### config.mk
export PLATFORM = sky130hd
export DESIGN_NAME = riscv_dbg_rf_access
export DESIGN_NICKNAME = d
export VERILOG_FILES = /design/src/rtl/riscv_dbg_rf_access.sv
export SDC_FILE = /design/constraint.sdc
export NUM_CORES = 1
export LEC_CHECK = 0
export CAP_MARGIN = 10
export CORE_ASPECT_RATIO = 1.5
export CORE_MARGIN = 5
export CORE_UTILIZATION = 45
export CTS_CLUSTER_DIAMETER = 40
export DETAILED_ROUTE_END_ITERATION = 8
export PLACE_DENSITY = 0.76
export SLEW_MARGIN = 20
export SYNTH_ARGS = -nofsm -noshare
export SYNTH_HDL_FRONTEND = slang
export SYNTH_SLANG_ARGS = --single-unit
### constraint.sdc
create_clock -name clk -period 6.04 [get_ports clk]
set_input_delay 1.208 -clock clk [delete_from_list [all_inputs] [get_ports clk]]
set_output_delay 1.208 -clock clk [all_outputs]
set_load 0.03 [all_outputs]
### src/rtl/riscv_dbg_rf_access.sv
`default_nettype none
// ============================================================================
// Module      : riscv_dbg_rf_access
// Description : Debug-host initiator for the integer register file debug port.
//               Stalls the core, performs one access (or a read burst when
//               RF_DBG_BURST_EN is defined), then pulses ack.
// Revision    : 1.0 - initial release
// ============================================================================
module riscv_dbg_rf_access #(
  parameter int          XLEN          = 32,
  parameter int          AR_BITS       = 5,
  parameter logic [11:0] GPR_BASE      = 12'h000,
  parameter int          STALL_TIMEOUT = 64
) (
  input  logic               clk,
  input  logic               rst,
  input  logic               req,
  input  logic               we,
  input  logic [AR_BITS-1:0] idx,
  input  logic [XLEN-1:0]    wdata,
`ifdef RF_DBG_BURST_EN
  input  logic [AR_BITS-1:0] len,
  output logic               rvld,
`endif
  output logic               ack,
  output logic               err,
  output logic [XLEN-1:0]    rdata,
  output logic               busy,
  output logic               du_stall_req,
  input  logic               du_stall,
  output logic [11:0]        du_addr,
  output logic               du_we_rf,
  output logic [XLEN-1:0]    du_dato,
  input  logic [XLEN-1:0]    du_dati_rf
);

  localparam int CW = (STALL_TIMEOUT > 2) ? $clog2(STALL_TIMEOUT) : 1;
  localparam logic [CW-1:0] C_CNT_LAST = CW'(STALL_TIMEOUT - 1);

  typedef enum logic [1:0] {
    S_IDLE   = 2'd0,
    S_STALL  = 2'd1,
    S_ACCESS = 2'd2,
    S_DONE   = 2'd3
  } state_t;

  state_t             state_q, state_d;
  logic [CW-1:0]      cnt_q, cnt_d;
  logic               we_q, we_d;
  logic [AR_BITS-1:0] idx_q, idx_d;
  logic [XLEN-1:0]    wdata_q, wdata_d;
  logic               err_d;

  logic               ack_q, err_q, busy_q, stall_req_q, du_we_q;
  logic [11:0]        du_addr_q;
  logic [XLEN-1:0]    du_dato_q, rdata_q;
  logic               wr_now;

`ifdef RF_DBG_BURST_EN
  logic [AR_BITS-1:0] beats_q, beats_d;
  logic               rvld_q;
`endif

  always_comb begin
    state_d = state_q;
    cnt_d   = cnt_q;
    we_d    = we_q;
    idx_d   = idx_q;
    wdata_d = wdata_q;
    err_d   = 1'b0;
`ifdef RF_DBG_BURST_EN
    beats_d = beats_q;
`endif
    case (state_q)
      S_IDLE: begin
        if (req) begin
          we_d    = we;
          idx_d   = idx;
          wdata_d = wdata;
          cnt_d   = '0;
`ifdef RF_DBG_BURST_EN
          beats_d = we ? '0 : len;
          // Write bursts are rejected without ever touching the core.
          if (we && (len != '0)) begin
            state_d = S_DONE;
            err_d   = 1'b1;
          end else
`endif
          state_d = S_STALL;
        end
      end
      S_STALL: begin
        if (du_stall) begin
          state_d = S_ACCESS;
          cnt_d   = '0;
        end else if (cnt_q == C_CNT_LAST) begin
          state_d = S_DONE;
          err_d   = 1'b1;
          cnt_d   = '0;
        end else begin
          cnt_d = cnt_q + 1'b1;
        end
      end
      S_ACCESS: begin
`ifdef RF_DBG_BURST_EN
        if (beats_q != '0) begin
          beats_d = beats_q - 1'b1;
          idx_d   = idx_q + 1'b1;
        end else
`endif
        state_d = S_DONE;
      end
      S_DONE: begin
        state_d = S_IDLE;
      end
      default: begin
        state_d = S_IDLE;
      end
    endcase
  end

  // x0 is hardwired, so its write strobe is suppressed.
  assign wr_now = (state_d == S_ACCESS) && we_d && (idx_d != '0);

  always_ff @(posedge clk or posedge rst) begin
    if (rst) begin
      state_q <= S_IDLE;
      cnt_q   <= '0;
      we_q    <= 1'b0;
      idx_q   <= '0;
      wdata_q <= '0;
`ifdef RF_DBG_BURST_EN
      beats_q <= '0;
`endif
    end else begin
      state_q <= state_d;
      cnt_q   <= cnt_d;
      we_q    <= we_d;
      idx_q   <= idx_d;
      wdata_q <= wdata_d;
`ifdef RF_DBG_BURST_EN
      beats_q <= beats_d;
`endif
    end
  end

  // Outputs are registered from the next state so they line up with it.
  always_ff @(posedge clk or posedge rst) begin
    if (rst) begin
      ack_q       <= 1'b0;
      err_q       <= 1'b0;
      busy_q      <= 1'b0;
      stall_req_q <= 1'b0;
      du_we_q     <= 1'b0;
      du_addr_q   <= GPR_BASE;
      du_dato_q   <= '0;
      rdata_q     <= '0;
`ifdef RF_DBG_BURST_EN
      rvld_q      <= 1'b0;
`endif
    end else begin
      ack_q       <= (state_d == S_DONE);
      err_q       <= err_d;
      busy_q      <= (state_d != S_IDLE);
      stall_req_q <= (state_d == S_STALL) || (state_d == S_ACCESS);
      du_we_q     <= wr_now;
      du_dato_q   <= wr_now ? wdata_d : '0;
      if (state_d == S_ACCESS) begin
        du_addr_q <= {GPR_BASE[11:AR_BITS], idx_d};
      end
      if ((state_q == S_ACCESS) && !we_q) begin
        rdata_q <= du_dati_rf;
      end
`ifdef RF_DBG_BURST_EN
      rvld_q      <= (state_q == S_ACCESS) && !we_q;
`endif
    end
  end

  assign ack          = ack_q;
  assign err          = err_q;
  assign busy         = busy_q;
  assign du_stall_req = stall_req_q;
  assign du_we_rf     = du_we_q;
  assign du_addr      = du_addr_q;
  assign du_dato      = du_dato_q;
  assign rdata        = rdata_q;
`ifdef RF_DBG_BURST_EN
  assign rvld         = rvld_q;
`endif

endmodule
`default_nettype wire
# Yosys cells after proc, flatten, opt, wreduce, memory -nomap -nowiden
# Index checks and enable logic that the tools add are counted.
# op_classes
addsub,1
n_eq_ne,8
mux,18
n_reduce_logical,10
# op_table
op,count
two-way mux 32 bit,3
two-way mux 6 bit,3
one-hot mux 6 bit (2 select lines),1
two-way mux 5 bit,2
equality test 2 bit (second input constant),4
one-hot mux 2 bit (4 select lines),1
adder 6 x 1 -> 6 bit (second input constant),1
equality test 6 bit (second input constant),1
two-way mux 2 bit,3
two-way mux 1 bit,5
nonzero test 5 bit,1
equality test 2 x 1 -> 1 bit (second input constant),2
nonzero test 2 bit,2
logical AND 1 bit,3
zero test 2 bit,1
!= test 2 bit (second input constant),1
AND reduction 2 bit,1
zero test 1 bit,1
logical OR 1 bit,1
# totals
reg_bits,120
in_bits,74
wordCells,50

# Depth between registers and ports, before layout
# Gate-level depths: netlist (run 1).
# depth
ltp_word,8
ltp_mapped,11

# Worst setup path before layout (run 1)
# No wires, ideal clock.
# synth_path
path_kind,input-to-reg
startpoint,in du_stall
endpoint,"reg du_dato_q[22], in the netlist du_dato[22]"
setup_time_ns,0.123
arrival_time_ns,2.628
path_slack_ns,3.289
cell_stages,9
n_path_buf,3
path_cell_list,or3b_1 -> clkbuf_1 -> o21a_1 -> ha_1 -> clkbuf_1 -> nand3_1 -> o22a_4 -> buf_6 -> nor2_1
# synth_between
elab_chain_cells,6
# synth_rtl
item,line,text
start: declaration,30,"input logic du_stall,"
two-way mux 2 bit,93,if (du_stall) begin
one-hot mux 2 bit (4 select lines),74,case (state_q)
equality test 2 bit,123,assign wr_now = (state_d == S_ACCESS) && we_d && (idx_d != '0);
logical AND 1 bit (2 in a row),123,
two-way mux 32 bit,167,du_dato_q <= wr_now ? wdata_d : '0;
end signal: assignment,167,
end: declaration,56,"logic [XLEN-1:0] du_dato_q, rdata_q;"
# Every way passes these cells.
# A chain may end at the register's enable or synchronous reset.

# Worst setup path after layout (run 1)
# layout_path
startpoint,in du_stall
endpoint,"reg du_dato_q[24], in the netlist du_dato[24]"
# The elaborated chain is that of the path after synthesis.

==> results of run 1 <==
[power by group]
group	switching, mW	internal (mW)
sequential	0.139	1.13
combinational	0.769	0.628
clock	0.352	0.789
total	1.26	2.55
[placed cells by master (no fill, tap or decap), drive strengths merged, types with 6 or more instances in the layout]
| master | Yosys | layout |
|---|---|---|
| nor2 | 38 | 38 |
| mux2 | 44 | 44 |
| o21ai | 7 | 7 |
| inv | 37 | 39 |
| clkbuf | 2 | 18 |
| conb | 1 | 7 |
| dfrtp | 120 | 120 |
| clkdlybuf4s50 | 0 | 147 |
| mux2i | 31 | 31 |
| bufinv | 0 | 6 |
[worst reg2reg max path, stage by stage (launching register included)]
cell	delay, ns
dfrtp_1	0.41
ha_1	0.25
and3_1	0.25
a31oi_1	0.19
o21a_1	0.15
inv_1	0.07
ha_1	0.29
nand3_1	0.15
o22a_4	0.40
nor2_1	0.11
[per-layer routing]
metal / vias to the layer above / global-route usage (%) / wire, um
li1: 1373 / - / -
met1: 1438 / 18.1 / 3790
met2: 112 / 30.0 / 5320
met3: 4 / 5.74 / 567
met4: 0 / 7.19 / 84
met5: - / 0 / 0
[final timing paths]
kind | start | end | slack (ns)
min in group asynchronous | rst | cnt_q[5]$_DFFE_PP0P_ | 1.37
worst min-delay path | wdata_q[30]$_DFF_PP0_ | wdata_q[30]$_DFF_PP0_ | 0.47
worst max-delay path | du_stall | du_dato[24]$_DFF_PP0_ | 3.07
worst max register to register | cnt_q[0]$_DFFE_PP0P_ | du_dato[24]$_DFF_PP0_ | 3.65
max in group asynchronous | rst | du_dato[28]$_DFF_PP0_ | 3.57
worst min register to register | wdata_q[30]$_DFF_PP0_ | wdata_q[30]$_DFF_PP0_ | 0.47
[registers in the layout, summed over array words and instances, names as in the netlist]
register / flops
du_dato: 32
rdata: 32
wdata_q: 32
cnt_q: 6
du_addr: 5
idx_q: 5
state_q: 2
ack: 1
busy: 1
du_stall_req: 1
du_we_rf: 1
err: 1
we_q: 1
[logic make-up (layout without fill, tap and decap cells)]
logic type | count (synthesis) | after routing | share of synthesized area, %
AO/OA/AOI/OAI | 16 | 16 | 2.52
adder cells (fa/ha/maj) | 4 | 4 | 1.11
XOR/XNOR | 1 | 1 | 0.194
multiplexers | 75 | 75 | 17.8
flip-flops | 120 | 120 | 66.4
AND/OR/NAND/NOR | 56 | 56 | 5.53
buffers and inverters | 56 | 219 | 6.39
other | 1 | 7 | 0.0829
[cell type report]
cell class | instances | share of cell area [%]
flip-flops and latches | 120 | 44.6
repair buffers | 150 | 22.2
multi-input cells | 159 | 18.8
clock buffers | 18 | 6.53
clock inverters | 14 | 3.64
well taps | 115 | 2.14
inverters | 37 | 2.10
[cells in the mapped netlist (2+ instances only)]
library cell  number  share of area (%)
and3_1             2               0.28
buf_6              6                1.5
inv_1             36                3.0
clkbuf_1           2               0.17
or4_1              2               0.33
o21ai_0            6               0.66
mux2_1             2               0.50
o21a_1             2               0.33
buf_4              8                1.3
nand3_1            3               0.33
mux2i_1           31                6.9
nand2_1            5               0.41
a31oi_1            2               0.28
dfrtp_1          120                 66
ha_1               4                1.1
mux2_2            42                 10
nand2b_1           2               0.28
nor2_1            38                3.2
buf_2              3               0.33
[through the flow]
step	power (mW)	worst slack [ns]	utilization (%)	hold WS, ns	area, um2
floorplan	2.16	1.65	-	0.447	4550
global placement	2.65	2.70	62.0	0.459	6050
detailed placement	2.70	2.66	62.0	0.465	6050
CTS	3.86	3.07	69.1	0.478	6730
global route	4.01	2.94	69.1	0.495	6730
finish	3.81	3.07	69.1	0.471	6730
==> flow_summary.toml, run 1 <==
[status]
status = "completed"

[worst_setup_path]
critPathCaptureType = "flip-flop"
r2r_cells = 9
worstPathRequired_ns = 6.31
cp_slowest_stage_delay_ns = 0.45
worst_ep_arrival_time_ns = 3.24
cp_cell_sequence = "clkdlybuf4s50_1, or3b_1, o21a_1, ha_1, nand3_1, o22a_4, nor2_1"
path_buf_inv = 1
cp-start-kind = "primary input"
crit_cells = 7
crit_fanout = 33
cp_slowest_cell = "or3b_1"
worstSetupPathType = "in -> reg"
crit_family = "simple AND/OR/NAND/NOR gates"

[route]
ant_nets = 0
via_per_inst = 4.77
routed-via-count = 2927
drtIter0Drc = 133
dr.pass1.iters = 4
post_drt_wl_per_cell_um = 15.9
drc = 0
drt_wl_total_um = 9760

[clocking]
cts_made_buffers = 17
path_clk_slew_ns = 0.05
cts_tree = "done"
cts_resized = 0
htreeDepth = 4
root_buffer = "clkbuf_16"
clk_latency_ns = 0.40
cts_setup_buffers = 0
clockBufferDepth = 2
postCtsHoldBufs = 0
clock_sinks = 120

[synth]
yosysWarnings = 0
avgSynthCellArea_um2 = 13.8
synth_edf_count = 0
synthCells = 329
synth-seq-cells = 120
synth_top_flop_cell = "dfrtp_1"
netlist_area_mm2 = 0.00452
postSynth.asyncResetShare_pct = 100
yosysSeqAreaShare_pct = 66.4
ys_types = 32

[sta]
clock_skew_ns = 0.0111
finalSetupViolCount = 0
fin_setup_tns_ns = 0
tightest_slew_ns = 0.943
slew-limit-headroom_pct = 37.1
slew_viol_final = 0
period_needed_ns = 2.97
fin_crit_sh_pct = 49.2
clock.fmax_mhz = 337
rsz0062_at_grt = "no"
hold_viol_final = 0

[place]
port_buffers = 147
gp_congestion = 0.808
dp_hpwl_um = 6960
placedCellCount = 581

[die]
placementRows = 44
die_h_um = 133
io_pins = 155
core_area_mm2 = 0.00974
dieWidth_um = 91.9
initial_core_util_pct = 46.4
die_area_mm2 = 0.0122

[global_route]
grt_overflow = 0
first_global_vias = 3183
grt.total_usage_pct = 16.9
grt_max_degree = 80
antenna_found_initial = 0
grt_pass1_wl_um = 15800

[power_and_ir_drop]
leakagePower_nw = 3.08
irDropWorstVdd_mv = 0.310
power-per-cell-area_mw_per_mm2 = 566

[run]
cap_violations = 0

[layout]
fin_cells = 613
multi_input_area_mm2 = 0.00126
syn_to_final_growth_pct = 48.8
layout-drive-gt1-share_pct = 16.7
antenna_cells = 0
fill_cells = 702
nets = 563
register_area_mm2 = 0.00300

[worst_hold_path]
min_path_cells = 2
hold_class = "reg -> reg"
Power figures use the tool's default switching activity.
==> inputs of run 2 (changes only) <==
clock period = 2.9 ns   (was 6.04 ns; I/O delays follow)
==> flow_summary.toml, run 2 (synthesis gave the netlist of run 1 again) <==
[status]
status = "completed"

[layout]
fill_cells = 699
fin_cells = 618
final_common_cell = "clkdlybuf4s50_1"
antenna_cells = 0
final_area_mm2 = 0.00670
syn_to_final_growth_pct = 48.0
nets = 569
final_cell_mix = "147 x clkdlybuf4s50_1, 120 x dfrtp_1, 42 x mux2_2"
layout-drive-gt1-share_pct = 17.5
fin_util_pct = 68.7

[worst_setup_path]
cp_cell_sequence = "ha_1, and3_1, a31oi_1, o21a_1, inv_1, ha_1, o211ai_2, o22a_4, buf_4, nor2_1"
cp_slowest_cell = "dfrtp_1"
cp_slowest_stage_delay_ns = 0.38
cp-start-kind = "flip-flop"
cpMostUsedCell = "ha_1"
crit_family = "compound AO/OA/AOI/OAI gates"
worst_ep_arrival_time_ns = 2.74
critPathCaptureType = "flip-flop"
worstSetupPathType = "reg -> reg"
worstPathRequired_ns = 3.23
crit_fanout = 15
path_buf_inv = 2

[route]
routed-via-count = 2976
drc = 0
drtIter0Drc = 122
drt_wl_total_um = 10300
via_per_inst = 4.82
ant_nets = 0
dr.pass1.iters = 5
post_drt_wl_per_cell_um = 16.6

[place]
pre_cts_ws_ns = 0.211
placed_cell_area_mm2 = 0.00613
gp_congestion = 0.816
dp_hpwl_um = 7540
placedCellCount = 587
port_buffers = 147

[global_route]
grt_overflow = 0
antenna_found_initial = 0
first_global_vias = 3293
grt_max_degree = 65
grt.total_usage_pct = 17.5
grt_pass1_wl_um = 16400

[sta]
period_needed_ns = 2.41
setup_ws_ns = 0.492
tightest_slew_ns = 0.688
slew_viol_final = 0
slew-limit-headroom_pct = 54.2
finalSetupViolCount = 0
rsz0062_at_grt = "no"
fin_crit_sh_pct = 83.0
clock.fmax_mhz = 415
hold_viol_final = 0
fin_setup_tns_ns = 0
clock_skew_ns = 0.00662

[clocking]
clk_latency_ns = 0.40
postCtsHoldBufs = 0
root_buffer = "clkbuf_16"
clockBufferDepth = 2
cts_tree = "done"
path_clk_slew_ns = 0.05
cts_made_buffers = 17
cts_setup_buffers = 0
htreeDepth = 4
cts_resized = 0
clock_sinks = 120

[die]
die_area_mm2 = 0.0122
dieWidth_um = 91.9
core_area_mm2 = 0.00974
initial_core_util_pct = 46.4
io_pins = 155
die_h_um = 133
placementRows = 44

[run]
cap_violations = 0

[power_and_ir_drop]
power-per-cell-area_mw_per_mm2 = 1130
leakagePower_nw = 3.07
irDropWorstVdd_mv = 0.677

[worst_hold_path]
hold_class = "reg -> reg"
[run 2: changes by cell type in the layout (fill, tap and decap cells not counted), sizes merged]
cell      before  now
clkbuf        18   22
inv           39   36
buf            3    9
clkinv         5    7
bufinv         6    1
clkinvlp       1    2
[run 2: area by class of cell]
cell class              instances  area [um2]  area share [%]
multi-input cells             159        1260            18.9
inverters                      37         143            2.13
well taps                     115         144            2.15
clock buffers                  22         494            7.38
repair buffers                156        1580            23.5
flip-flops and latches        120        3000            44.8
clock inverters                 9        72.6            1.08
[run 2: metrics by stage]
step	power, mW	hold WS (ns)
6_report	7.59	0.474
5_1_grt	8.01	0.500
4_1_cts	7.69	0.480
3_5_place_dp	5.70	0.467
3_3_place_gp	5.60	0.459
2_1_floorplan	4.50	0.447
[run 2: worst paths after layout]
path | start | to | slack (ns) | cells past startpoint
max reg2reg | cnt_q[0]$_DFFE_PP0P_ | du_dato[28]$_DFF_PP0_ | 0.49 | 10
min in group asynchronous | rst | rdata[16]$_DFFE_PP0P_ | 0.63 | 3
max | cnt_q[0]$_DFFE_PP0P_ | du_dato[28]$_DFF_PP0_ | 0.49 | 10
max in group asynchronous | rst | cnt_q[1]$_DFFE_PP0P_ | 1.64 | 3
min | wdata_q[11]$_DFF_PP0_ | wdata_q[11]$_DFF_PP0_ | 0.47 | 2
min reg2reg | wdata_q[11]$_DFF_PP0_ | wdata_q[11]$_DFF_PP0_ | 0.47 | 2
[run 2: per-layer routing]
metal	part of all wire, %	GRT usage, %
met1	36	18.8
met2	57	31.5
met3	6.1	5.57
met4	1.5	7.02
met5	0	0
[run 2: worst reg2reg max path: cells and delay by family, from the launching register on]
kind / cells / cell delay, ns
AO/OA/AOI/OAI: 4 / 0.73
adder cells (fa/ha/maj): 2 / 0.57
AND/OR/NAND/NOR: 2 / 0.37
flip-flops: 1 / 0.38
buffers and inverters: 2 / 0.29
[run 2: where the power goes]
part / switching [mW] / internal (mW)
combinational: 1.63 / 1.36
clock: 0.673 / 1.27
sequential: 0.293 / 2.36
